### src/rtl/Modules_pkg.sv
// Shared FP functional-unit types and constants used by the FP multiply and divide units.
package Modules_pkg;

  typedef struct packed {
    logic        sign;
    logic [7:0]  exponent;
    logic [22:0] mantissa;
  } float_t;

  // Unpacked-exponent form with explicit hidden bit, used between FU stages.
  typedef struct packed {
    logic               sign;
    logic signed [9:0]  exponent;
    logic [23:0]        mantissa;
  } effective_float_t;

  typedef enum logic {
    FREE = 1'b0,
    BUSY = 1'b1
  } fu_state_e;

  localparam int     BIAS       = 127;
  localparam int     DIV_Q_BITS = 26;
  localparam float_t P_INFTY    = 32'h7F80_0000;
  localparam float_t N_INFTY    = 32'hFF80_0000;
  localparam float_t Q_NAN      = 32'h7FC0_0000;
  localparam float_t ZERO       = 32'h0000_0000;

endpackage

### src/rtl/fp_mantissa_divider.sv
// Radix-2 restoring divider for 24-bit significands, one quotient bit per enabled step.
module fp_mantissa_divider
  import Modules_pkg::*;
#(
  parameter int Q_BITS = DIV_Q_BITS
) (
  input  logic              clk_i,
  input  logic              rst_i,
  input  logic              start_i,
  input  logic              en_i,
  input  logic [23:0]       dividend_i,
  input  logic [23:0]       divisor_i,
  output logic [Q_BITS-1:0] quotient_o,
  output logic              remainder_nz_o,
  output logic              done_o
);

  localparam int CNT_W = $clog2(Q_BITS);

  logic        [25:0]      rem_q;
  logic        [23:0]      div_q;
  logic        [CNT_W-1:0] cnt_q;
  logic signed [25:0]      diff;
  logic                    fits;

  // Compare-then-shift keeps rem < 2*div, so the first bit is the integer bit of A/B.
  assign diff = $signed(rem_q) - $signed({2'b00, div_q});
  assign fits = ~diff[25];

  always_ff @(posedge clk_i or posedge rst_i) begin
    if (rst_i) begin
      rem_q      <= '0;
      div_q      <= '0;
      cnt_q      <= '0;
      quotient_o <= '0;
    end else if (start_i) begin
      rem_q      <= {2'b00, dividend_i};
      div_q      <= divisor_i;
      cnt_q      <= CNT_W'(Q_BITS - 1);
      quotient_o <= '0;
    end else if (en_i) begin
      rem_q      <= fits ? {diff[24:0], 1'b0} : {rem_q[24:0], 1'b0};
      quotient_o <= {quotient_o[Q_BITS-2:0], fits};
      cnt_q      <= cnt_q - CNT_W'(1);
    end
  end

  assign done_o         = (cnt_q == '0);
  assign remainder_nz_o = |rem_q;

endmodule

### src/rtl/fp_div_unit.sv
// Single-precision FP divider: special-case decode, exponent, normalisation and RNE rounding
// around a sequential restoring mantissa divider.
module fp_div_unit
  import Modules_pkg::*;
#(
  parameter int Q_BITS = DIV_Q_BITS,
  parameter int EXP_W  = 10
) (
  input  logic      clk_i,
  input  logic      rst_i,
  input  logic      clk_en_i,
  input  logic      valid_i,
  input  float_t    dividend_i,
  input  float_t    divisor_i,
  output float_t    to_round_unit_o,
  output logic      valid_o,
  output fu_state_e fu_state_o,
  output logic      overflow_o,
  output logic      underflow_o,
  output logic      invalid_op_o,
  output logic      div_by_zero_o
);

  typedef enum logic [2:0] {
    S_IDLE,
    S_PREPARE,
    S_DIVIDE,
    S_NORMALIZE,
    S_VALID
  } state_e;

  localparam logic signed [EXP_W-1:0] BIAS_E  = EXP_W'(BIAS);
  localparam logic signed [EXP_W-1:0] ONE_E   = EXP_W'(1);
  localparam logic signed [EXP_W-1:0] ZERO_E  = '0;
  localparam logic signed [EXP_W-1:0] EMAX_E  = EXP_W'(255);

  function automatic logic [23:0] round_rne(input logic [22:0] mant, input logic guard,
                                            input logic sticky);
    logic inc;
    inc = guard & (sticky | mant[0]);
    return {1'b0, mant} + {23'b0, inc};
  endfunction

  state_e                    state_q;
  float_t                    op_a_q, op_b_q;
  logic                      sign_q;
  logic signed [EXP_W-1:0]   exp_q;

  logic a_zero, a_inf, a_nan, a_snan;
  logic b_zero, b_inf, b_nan, b_snan;
  logic   special;
  float_t spec_res;
  logic   spec_inv, spec_dbz;
  logic   res_sign;

  logic signed [EXP_W-1:0] exp_a, exp_b, exp_calc;

  logic              div_start, div_en, div_done, rem_nz;
  logic [Q_BITS-1:0] quotient;

  logic [Q_BITS-2:0]       q_norm;
  logic signed [EXP_W-1:0] exp_norm, exp_rnd;
  logic [23:0]             mant_rnd;
  logic                    sticky;
  logic                    ovf, unf;
  float_t                  norm_res;

  assign a_zero = (op_a_q.exponent == 8'h00);
  assign a_inf  = (op_a_q.exponent == 8'hFF) && (op_a_q.mantissa == '0);
  assign a_nan  = (op_a_q.exponent == 8'hFF) && (op_a_q.mantissa != '0);
  assign a_snan = a_nan && !op_a_q.mantissa[22];
  assign b_zero = (op_b_q.exponent == 8'h00);
  assign b_inf  = (op_b_q.exponent == 8'hFF) && (op_b_q.mantissa == '0);
  assign b_nan  = (op_b_q.exponent == 8'hFF) && (op_b_q.mantissa != '0);
  assign b_snan = b_nan && !op_b_q.mantissa[22];

  assign res_sign = op_a_q.sign ^ op_b_q.sign;

  always_comb begin
    special  = 1'b1;
    spec_res = ZERO;
    spec_inv = 1'b0;
    spec_dbz = 1'b0;
    if (a_nan || b_nan) begin
      spec_res = Q_NAN;
      spec_inv = a_snan | b_snan;
    end else if ((a_zero && b_zero) || (a_inf && b_inf)) begin
      spec_res = Q_NAN;
      spec_inv = 1'b1;
    end else if (a_inf) begin
      spec_res = res_sign ? N_INFTY : P_INFTY;
    end else if (b_zero) begin
      spec_res = res_sign ? N_INFTY : P_INFTY;
      spec_dbz = 1'b1;
    end else if (a_zero || b_inf) begin
      spec_res = {res_sign, 31'b0};
    end else begin
      special = 1'b0;
    end
  end

  assign exp_a    = $signed({{(EXP_W-8){1'b0}}, op_a_q.exponent});
  assign exp_b    = $signed({{(EXP_W-8){1'b0}}, op_b_q.exponent});
  assign exp_calc = exp_a - exp_b + BIAS_E;

  assign div_start = clk_en_i && (state_q == S_PREPARE) && !special;
  assign div_en    = clk_en_i && (state_q == S_DIVIDE);

  fp_mantissa_divider #(
    .Q_BITS(Q_BITS)
  ) u_mant_div (
    .clk_i          (clk_i),
    .rst_i          (rst_i),
    .start_i        (div_start),
    .en_i           (div_en),
    .dividend_i     ({|op_a_q.exponent, op_a_q.mantissa}),
    .divisor_i      ({|op_b_q.exponent, op_b_q.mantissa}),
    .quotient_o     (quotient),
    .remainder_nz_o (rem_nz),
    .done_o         (div_done)
  );

  // Quotient lies in (0.5, 2): a clear top bit means one left shift and exponent decrement.
  assign q_norm   = quotient[Q_BITS-1] ? quotient[Q_BITS-2:0] : {quotient[Q_BITS-3:0], 1'b0};
  assign exp_norm = quotient[Q_BITS-1] ? exp_q : exp_q - ONE_E;
  assign sticky   = (|q_norm[Q_BITS-26:0]) | rem_nz;
  assign mant_rnd = round_rne(q_norm[Q_BITS-2 -: 23], q_norm[Q_BITS-25], sticky);
  assign exp_rnd  = mant_rnd[23] ? exp_norm + ONE_E : exp_norm;
  assign ovf      = (exp_rnd >= EMAX_E);
  assign unf      = (exp_rnd <= ZERO_E);

  always_comb begin
    norm_res = {sign_q, exp_rnd[7:0], mant_rnd[22:0]};
    if (ovf) begin
      norm_res = {sign_q, 8'hFF, 23'b0};
    end else if (unf) begin
      norm_res = {sign_q, 31'b0};
    end
  end

  always_ff @(posedge clk_i or posedge rst_i) begin
    if (rst_i) begin
      state_q         <= S_IDLE;
      op_a_q          <= ZERO;
      op_b_q          <= ZERO;
      sign_q          <= 1'b0;
      exp_q           <= '0;
      to_round_unit_o <= ZERO;
      valid_o         <= 1'b0;
      fu_state_o      <= FREE;
      overflow_o      <= 1'b0;
      underflow_o     <= 1'b0;
      invalid_op_o    <= 1'b0;
      div_by_zero_o   <= 1'b0;
    end else if (clk_en_i) begin
      case (state_q)
        S_IDLE: begin
          if (valid_i) begin
            op_a_q        <= dividend_i;
            op_b_q        <= divisor_i;
            fu_state_o    <= BUSY;
            overflow_o    <= 1'b0;
            underflow_o   <= 1'b0;
            invalid_op_o  <= 1'b0;
            div_by_zero_o <= 1'b0;
            state_q       <= S_PREPARE;
          end
        end
        S_PREPARE: begin
          sign_q <= res_sign;
          exp_q  <= exp_calc;
          if (special) begin
            to_round_unit_o <= spec_res;
            invalid_op_o    <= spec_inv;
            div_by_zero_o   <= spec_dbz;
            valid_o         <= 1'b1;
            state_q         <= S_VALID;
          end else begin
            state_q <= S_DIVIDE;
          end
        end
        S_DIVIDE: begin
          if (div_done) state_q <= S_NORMALIZE;
        end
        S_NORMALIZE: begin
          to_round_unit_o <= norm_res;
          overflow_o      <= ovf;
          underflow_o     <= unf & ~ovf;
          valid_o         <= 1'b1;
          state_q         <= S_VALID;
        end
        S_VALID: begin
          valid_o    <= 1'b0;
          fu_state_o <= FREE;
          state_q    <= S_IDLE;
        end
        default: state_q <= S_IDLE;
      endcase
    end
  end

endmodule

### config.mk
export PLATFORM = sky130hd
export DESIGN_NAME = fp_div_unit
export DESIGN_NICKNAME = d
export VERILOG_FILES = /design/src/rtl/Modules_pkg.sv /design/src/rtl/fp_mantissa_divider.sv /design/src/rtl/fp_div_unit.sv
export SDC_FILE = /design/constraint.sdc
export NUM_CORES = 1
export LEC_CHECK = 0
export ABC_AREA = 1
export CAP_MARGIN = 40
export CORE_MARGIN = 4
export CORE_UTILIZATION = 45
export DETAILED_ROUTE_END_ITERATION = 12
export GPL_TIMING_DRIVEN = 0
export PLACE_DENSITY_LB_ADDON = 0.08
export SYNTH_ARGS = -nofsm -noshare
export SYNTH_HDL_FRONTEND = slang
export SYNTH_SLANG_ARGS = --single-unit
### constraint.sdc
create_clock -name clk_i -period 5.4 [get_ports clk_i]
set_input_delay 0.54 -clock clk_i [delete_from_list [all_inputs] [get_ports clk_i]]
set_output_delay 0.54 -clock clk_i [all_outputs]
set_load 0.005 [all_outputs]
# After elaboration in Yosys (flattened, before gate mapping)
# Index checks and enable logic that the tools add are counted.
[totals]
regBits = 197
out_inout_bits = 38
elab_cells = 136
input_bits = 68
[op_classes]
n_addsub = 7
muxes = 46
order_cmp = 2
bitwise = 8
n_reduce_logical = 42
n_eq_ne = 9
[op_table]
columns = ["cell", "count"]
rows = [
  ["$mux 32", 7],
  ["$mux 26", 5],
  ["$pmux 32 s2", 1],
  ["$mux 31", 2],
  ["$logic_not 23->1", 2],
  ["$reduce_bool 23->1", 2],
  ["$reduce_or 26->1", 1],
  ["$sub 26x25->26", 1],
  ["$mux 25", 1],
  ["$add 23x1->24", 1],
  ["$mux 10", 2],
  ["$reduce_and 3->1", 6],
  ["$eq 8x8->1 const B", 2],
  ["$logic_not 8->1", 2],
  ["$mux 1", 16],
  ["$reduce_or 8->1", 2],
  ["$pmux 3 s4", 1],
  ["$logic_and 1x1->1", 11],
  ["$add 10x2->10 const B", 1],
  ["$add 9x8->10 const B", 1],
  ["$ge 10x9->1 const B", 1],
  ["$le 10x1->1 const B", 1],
  ["$mux 5", 2],
  ["$pmux 1 s2", 5],
  ["other kinds (21)", 38],
]

# Logic depth before layout (Yosys ltp)
[depth]
depth_word = 11
ltp_mapped = 20
depth_no_buf = 18

# Modules after synthesis
# A second synthesis with hierarchy kept.
[unflattened]
cells_unflattened = 1769
hier_area_um2 = 12445.7
[modules_own_cells]
columns = ["module", "cells_per_inst", "n_inst", "seq_area_each_um2", "area_each_um2"]
rows = [
  ["fp_div_unit", 965, 1, 2902.8, 6947.9],
  ["fp_mantissa_divider", 804, 1, 2026.9, 5497.8],
]

# Least setup slack after synthesis
# Ideal clock, no wire load.
[synth_timing]
path_type = "flip-flop to flip-flop"
from = "register u_mant_div.quotient_o[25]"
to = "register to_round_unit_o[23] (netlist bit)"
slack_ns = 2.956
arrival_ns = 2.299
setup_ns = 0.145
stages_incl_launch_ff = 19
required_time_ns = 5.255
n_path_buf = 4
period_less_slack_ns = 2.444
path_cell_list = "dfrtp_1 > buf_6 > buf_8 > buf_12 > nand2_2 > nand2_4 > ha_1 > nand2_1 > nor2_1 > nand4_1 > inv_1 > nand3_1 > nand2_1 > nand2_1 > nor2_2 > nand2_4 > buf_6 > nand4_1 > nand4_1"
[synth_via]
elab_chain_len = 10
elab_cells_between_ends = 13
cone_classes = "2 x add/sub; 2 x order compare; 6 x mux; 3 x bitwise"
[synth_rtl]
columns = ["element", "line", "text"]
rows = [
  ["start: declaration", "fp_mantissa_divider.sv:13", "output logic [Q_BITS-1:0] quotient_o,"],
  ["start signal: assignment", "fp_mantissa_divider.sv:43", "quotient_o <= {quotient_o[Q_BITS-2:0], fits};"],
  ["$mux 25", "fp_div_unit.sv:124", "assign q_norm = quotient[Q_BITS-1] ? quotient[Q_BITS-2:0] : {quotient[Q_BITS-3:0], 1'b0};"],
  ["$or 1x1->1", "fp_div_unit.sv:126", "assign sticky = (|q_norm[Q_BITS-26:0]) | rem_nz;"],
  ["$or 1x1->1", "fp_div_unit.sv:40", "inc = guard & (sticky | mant[0]);"],
  ["$and 1x1->1", "fp_div_unit.sv:40", ""],
  ["$add 23x1->24", "fp_div_unit.sv:41", "return {1'b0, mant} + {23'b0, inc};"],
  ["$mux 10 *", "fp_div_unit.sv:128", "assign exp_rnd = mant_rnd[23] ? exp_norm + ONE_E : exp_norm;"],
  ["$le 10x1->1", "fp_div_unit.sv:130", "assign unf = (exp_rnd <= ZERO_E);"],
  ["$mux 31", "fp_div_unit.sv:136", "end else if (unf) begin"],
  ["$mux 31 *", "fp_div_unit.sv:134", "if (ovf) begin"],
  ["$pmux 32 s2 *", "fp_div_unit.sv:156", "case (state_q)"],
  ["end signal: assignment", "fp_div_unit.sv:173", "to_round_unit_o <= spec_res;"],
  ["end signal: assignment", "fp_div_unit.sv:186", "to_round_unit_o <= norm_res;"],
  ["end: declaration", "fp_div_unit.sv:15", "output float_t to_round_unit_o,"],
]
# Mark *: on every way between the ends. The rest lies on a longest branch, timed or not.
# A chain may end at the register's enable or synchronous reset.

# Worst setup path after layout
[layout_timing]
from = "register u_mant_div.rem_q[2]"
to = "register u_mant_div.rem_q[20]"
[layout_via]
elab_chain_len = 4
[layout_rtl]
columns = ["element", "line", "text"]
rows = [
  ["start: declaration", "fp_mantissa_divider.sv:20", "logic [25:0] rem_q;"],
  ["start signal: assignment", "fp_mantissa_divider.sv:37", "rem_q <= {2'b00, dividend_i};"],
  ["start signal: assignment", "fp_mantissa_divider.sv:42", "rem_q <= fits ? {diff[24:0], 1'b0} : {rem_q[24:0], 1'b0};"],
  ["$sub 26x25->26", "fp_mantissa_divider.sv:27", "assign diff = $signed(rem_q) - $signed({2'b00, div_q});"],
  ["$mux 26", "fp_mantissa_divider.sv:42", ""],
  ["$mux 26", "fp_mantissa_divider.sv:41", "end else if (en_i) begin"],
  ["$mux 26", "fp_mantissa_divider.sv:36", "end else if (start_i) begin"],
]
# Every way passes these cells. The select of a mux whose other input is x is not followed.

==> flow_metrics.py <==
metrics = {
    "sta": {
        "holdWs_ns": 0.480,
        "clock-skew-final_ns": 0.0255,
        "grt_setup_unrepaired": "no",
        "worst_slew_pin_slew_ns": 0.767,
        "timing.final.hold_violations": 0,
        "post-route-period-util_pct": 62.2,
        "achievable-frequency_mhz": 298,
        "timing_max_transition_violations_final": 0,
        "totalNegativeSetupSlack_ns": 0,
        "setup_viol": 0,
        "slew_margin_rel_pct": 48.7,
        "final.min_clock_period_ns": 3.36,
    },
    "synthesis": {
        "synth_nets": 1755,
        "syn-mean-instance-area_sq_um": 7.32,
        "most_used_dff_post_synth": "sky130_fd_sc_hd__dfrtp_1",
        "yosys.area.top_type": "sky130_fd_sc_hd__dfrtp_1",
        "ys.warnings.count": 0,
        "synth.yosys.seq_area_share_pct": 40.9,
        "postSynthCellCount": 1647,
        "synth_top_cells_by_area": "sky130_fd_sc_hd__dfrtp_1 (41%), sky130_fd_sc_hd__nand2_1 (17%), sky130_fd_sc_hd__inv_1 (5.8%), sky130_fd_sc_hd__o21ai_0 (4.5%), sky130_fd_sc_hd__ha_1 (3.9%)",
        "post-synth-top-count-cell": "sky130_fd_sc_hd__nand2_1",
        "yosys_register_bits": 197,
        "cell_area_synth_sq_mm": 0.0121,
        "ys_types": 42,
        "synth_top_cells_by_count": "sky130_fd_sc_hd__nand2_1 (556), sky130_fd_sc_hd__dfrtp_1 (197), sky130_fd_sc_hd__inv_1 (187)",
        "fraction_of_registers_with_async_set_or_reset_after_synthesis_pct": 100,
        "synth_largest_type_area_fraction_pct": 40.9,
        "synth-edff-count": 0,
    },
    "cells_and_area": {
        "antenna_cells_inserted": 0,
        "drive_above_1_share_pct": 6.93,
        "multiInputGateArea_sq_mm": 0.00607,
        "design_area_sq_mm": 0.0143,
        "nets": 1885,
        "ff_latch_area_sq_mm": 0.00493,
        "fin_util_pct": 54.4,
        "syn_to_final_growth_pct": 18.2,
        "fill_cells": 2526,
    },
    "drt": {
        "sum_of_routed_wire_length_over_all_layers_um": 33200,
        "detail_route.iter0.violations": 720,
        "vias": 11100,
        "route.antenna.remaining_nets": 0,
        "via_per_inst": 5.22,
        "drt-pass1-iter-count": 5,
        "routed_wire_length_per_instance_um": 15.6,
        "drt_drc_violations_left": 0,
    },
    "setup_path": {
        "crit_fanout": 10,
        "worst_ep_required_time_ns": 5.72,
        "worstSetupEndpointType": "register",
        "cp_data_arrival_time_ns": 3.68,
        "critPathLaunchType": "register",
        "cp-startpoint": "u_mant_div.rem_q[2]",
        "critical_path.reg2reg.startpoint": "u_mant_div.rem_q[2]",
        "worst-setup-path-type": "reg2reg",
    },
    "die": {
        "fp-row-count": 59,
        "ios": 106,
        "start_util_pct": 46.0,
        "die_area_sq_mm": 0.0295,
        "die_w_um": 172,
        "dieHeight_um": 172,
        "core-area_sq_mm": 0.0262,
    },
    "placed_design": {
        "dp_hpwl_um": 26300,
        "gp_congestion": 0.902,
        "numPortBuffers": 105,
        "dpl_cell_area_sq_mm": 0.0137,
    },
    "power_and_ir_drop": {
        "power_report.internal_total_mw": 4.55,
        "seqPwrFrac_pct": 28.7,
        "peakVddDrop_mv": 0.255,
        "power.clock.fraction_pct": 14.9,
        "combPwrFrac_pct": 56.4,
        "powerDensity_mw_per_mm2": 619,
        "power_leakage_nw": 6.99,
        "power.switching_fraction_pct": 48.4,
        "power_switching_mw": 4.28,
    },
    "global_route": {
        "grt_start_max_net_pins": 38,
        "grt_pass1_vias": 10700,
        "gr-total-overflow": 0,
        "groute.usage.overall_pct": 23.4,
        "global_route_wire_length_before_repair_um": 55300,
        "grt_antenna_before_repair": 0,
    },
    "clock_tree": {
        "cts_repair_resize_count": 0,
        "numCtsBuffers": 17,
        "htreeDepth": 4,
        "postCtsSetupBuffers": 0,
        "clkSlewWorstSetupHoldPaths_ns": 0.09,
        "cts_tree": "done",
        "cts_hold_buffers": 0,
        "numClockSinks": 197,
        "cts.root.buffer_cell": "sky130_fd_sc_hd__clkbuf_16",
        "cts.path.max_buffers": 2,
        "worst_skew_pair.late_latency_ns": 0.45,
    },
    "min_path": {
        "worstHoldStart": "to_round_unit_o[1]",
        "worstHoldPathType": "reg2reg",
    },
    "outcome": {
        "result_of_the_run": "finished clean",
    },
    "flow_run": {
        "cap_viol_max_count": 0,
    },
}
==> cells by family after synthesis <==
logic type / Yosys count / share of synthesized area [%]
buffers and inverters: 253 / 8.79
AOI/OAI and AO/OA: 241 / 11.5
DFF: 197 / 40.9
and+or+nand+nor: 867 / 31.0
xor gates and xnor gates: 49 / 3.56
adders and majority gates: 40 / 4.27
==> routing by layer <==
| metal | up-vias | GRT usage, % | share of wire, % |
|---|---|---|---|
| li1 | 5606 | - | - |
| met1 | 5190 | 35.1 | 49 |
| met2 | 269 | 35.4 | 44 |
| met3 | 31 | 4.25 | 5.4 |
| met4 | 0 | 5.24 | 1.3 |
| met5 | - | 0 | 0 |
==> stage by stage <==
stage | std cells | power [mW] | worst slack (ns)
after floorplan | 1647 | 6.04 | 2.31
after global placement | 2087 | 7.42 | 0.595
after detailed placement | 2093 | 7.50 | 1.80
after CTS | 2125 | 8.85 | 2.16
after global routing | 2125 | 9.71 | 1.76
final | 2125 | 8.83 | 2.04
==> critical path: stages, from the launching register on <==
cell and delay, ns:
sky130_fd_sc_hd__dfrtp_1 0.43, sky130_fd_sc_hd__ha_1 0.36, sky130_fd_sc_hd__a21oi_1 0.16, sky130_fd_sc_hd__o21ai_0 0.13, sky130_fd_sc_hd__a21boi_0 0.51, sky130_fd_sc_hd__inv_1 0.19
sky130_fd_sc_hd__nand2_1 0.09, sky130_fd_sc_hd__nand2_1 0.15, sky130_fd_sc_hd__nand3_1 0.17, sky130_fd_sc_hd__nand2_1 0.08, sky130_fd_sc_hd__nand2_1 0.08, sky130_fd_sc_hd__nand2_1 0.21
sky130_fd_sc_hd__buf_2 0.30, sky130_fd_sc_hd__nand2_1 0.10, sky130_fd_sc_hd__nand3_1 0.12, sky130_fd_sc_hd__nand2_1 0.10, sky130_fd_sc_hd__nand2_1 0.05
==> area by class of cell <==
cell class                      instances  share of cell area (%)
Sequential cell                       197                    34.6
Tap cell                              335                    2.94
Clock inverter                         15                    1.18
Timing Repair Buffer                  111                    8.27
Buffer                                 59                    2.32
Inverter                              194                    5.14
Clock buffer                           17                    2.98
Multi-Input combinational cell       1197                    42.6
==> worst paths after layout <==
path | to | slack [ns] | depth (start not counted)
max | u_mant_div.rem_q[20] | 2.04 | 16
min | to_round_unit_o[1] | 0.48 | 2
max reg2reg | u_mant_div.rem_q[20] | 2.04 | 16
min reg2reg | to_round_unit_o[1] | 0.48 | 2
max in group asynchronous | exp_b[0] | 4.02 | 4
min in group asynchronous | op_b_q[18] | 0.58 | 2
==> sequential cells by signal (all words and copies together), names as in the netlist <==
name / count
u_mant_div.quotient_o: 26
sign_q: 1
exp_b: 8
op_b_q: 24
overflow_o: 1
fu_state_o: 1
u_mant_div.div_q: 24
u_mant_div.cnt_q: 5
to_round_unit_o: 32
u_mant_div.rem_q: 26
state_q: 3
div_by_zero_o: 1
valid_o: 1
exp_q: 10
invalid_op_o: 1
op_a_q: 24
exp_a: 8
underflow_o: 1
==> layout by cell type, fill, tap and decap left out, drive strengths merged, types with 7 or more instances in the layout <==
master,netlist,final
nand2,573,573
inv,191,200
dfrtp,197,197
o21ai,137,137
nor2,120,120
clkdlybuf4s50,0,105
nand3,80,80
clkbuf,39,56
nand4,53,53
a21oi,40,40
ha,38,38
xor2,35,35
o22ai,29,29
buf,20,26
nor4,20,20
nor3,20,20
xnor2,14,14
a31oi,9,9
o21bai,7,7
clkinv,3,7
==> power by group through the flow <==
stage,Clock [mW],Combinational (mW),Sequential [mW]
after CTS,1.34,4.98,2.53
after global routing,1.40,5.70,2.61
after global placement,0,4.87,2.55
after floorplan,0,3.61,2.43
after detailed placement,0,4.95,2.55
final,1.32,4.98,2.53
Power figures use the tool's default switching activity.
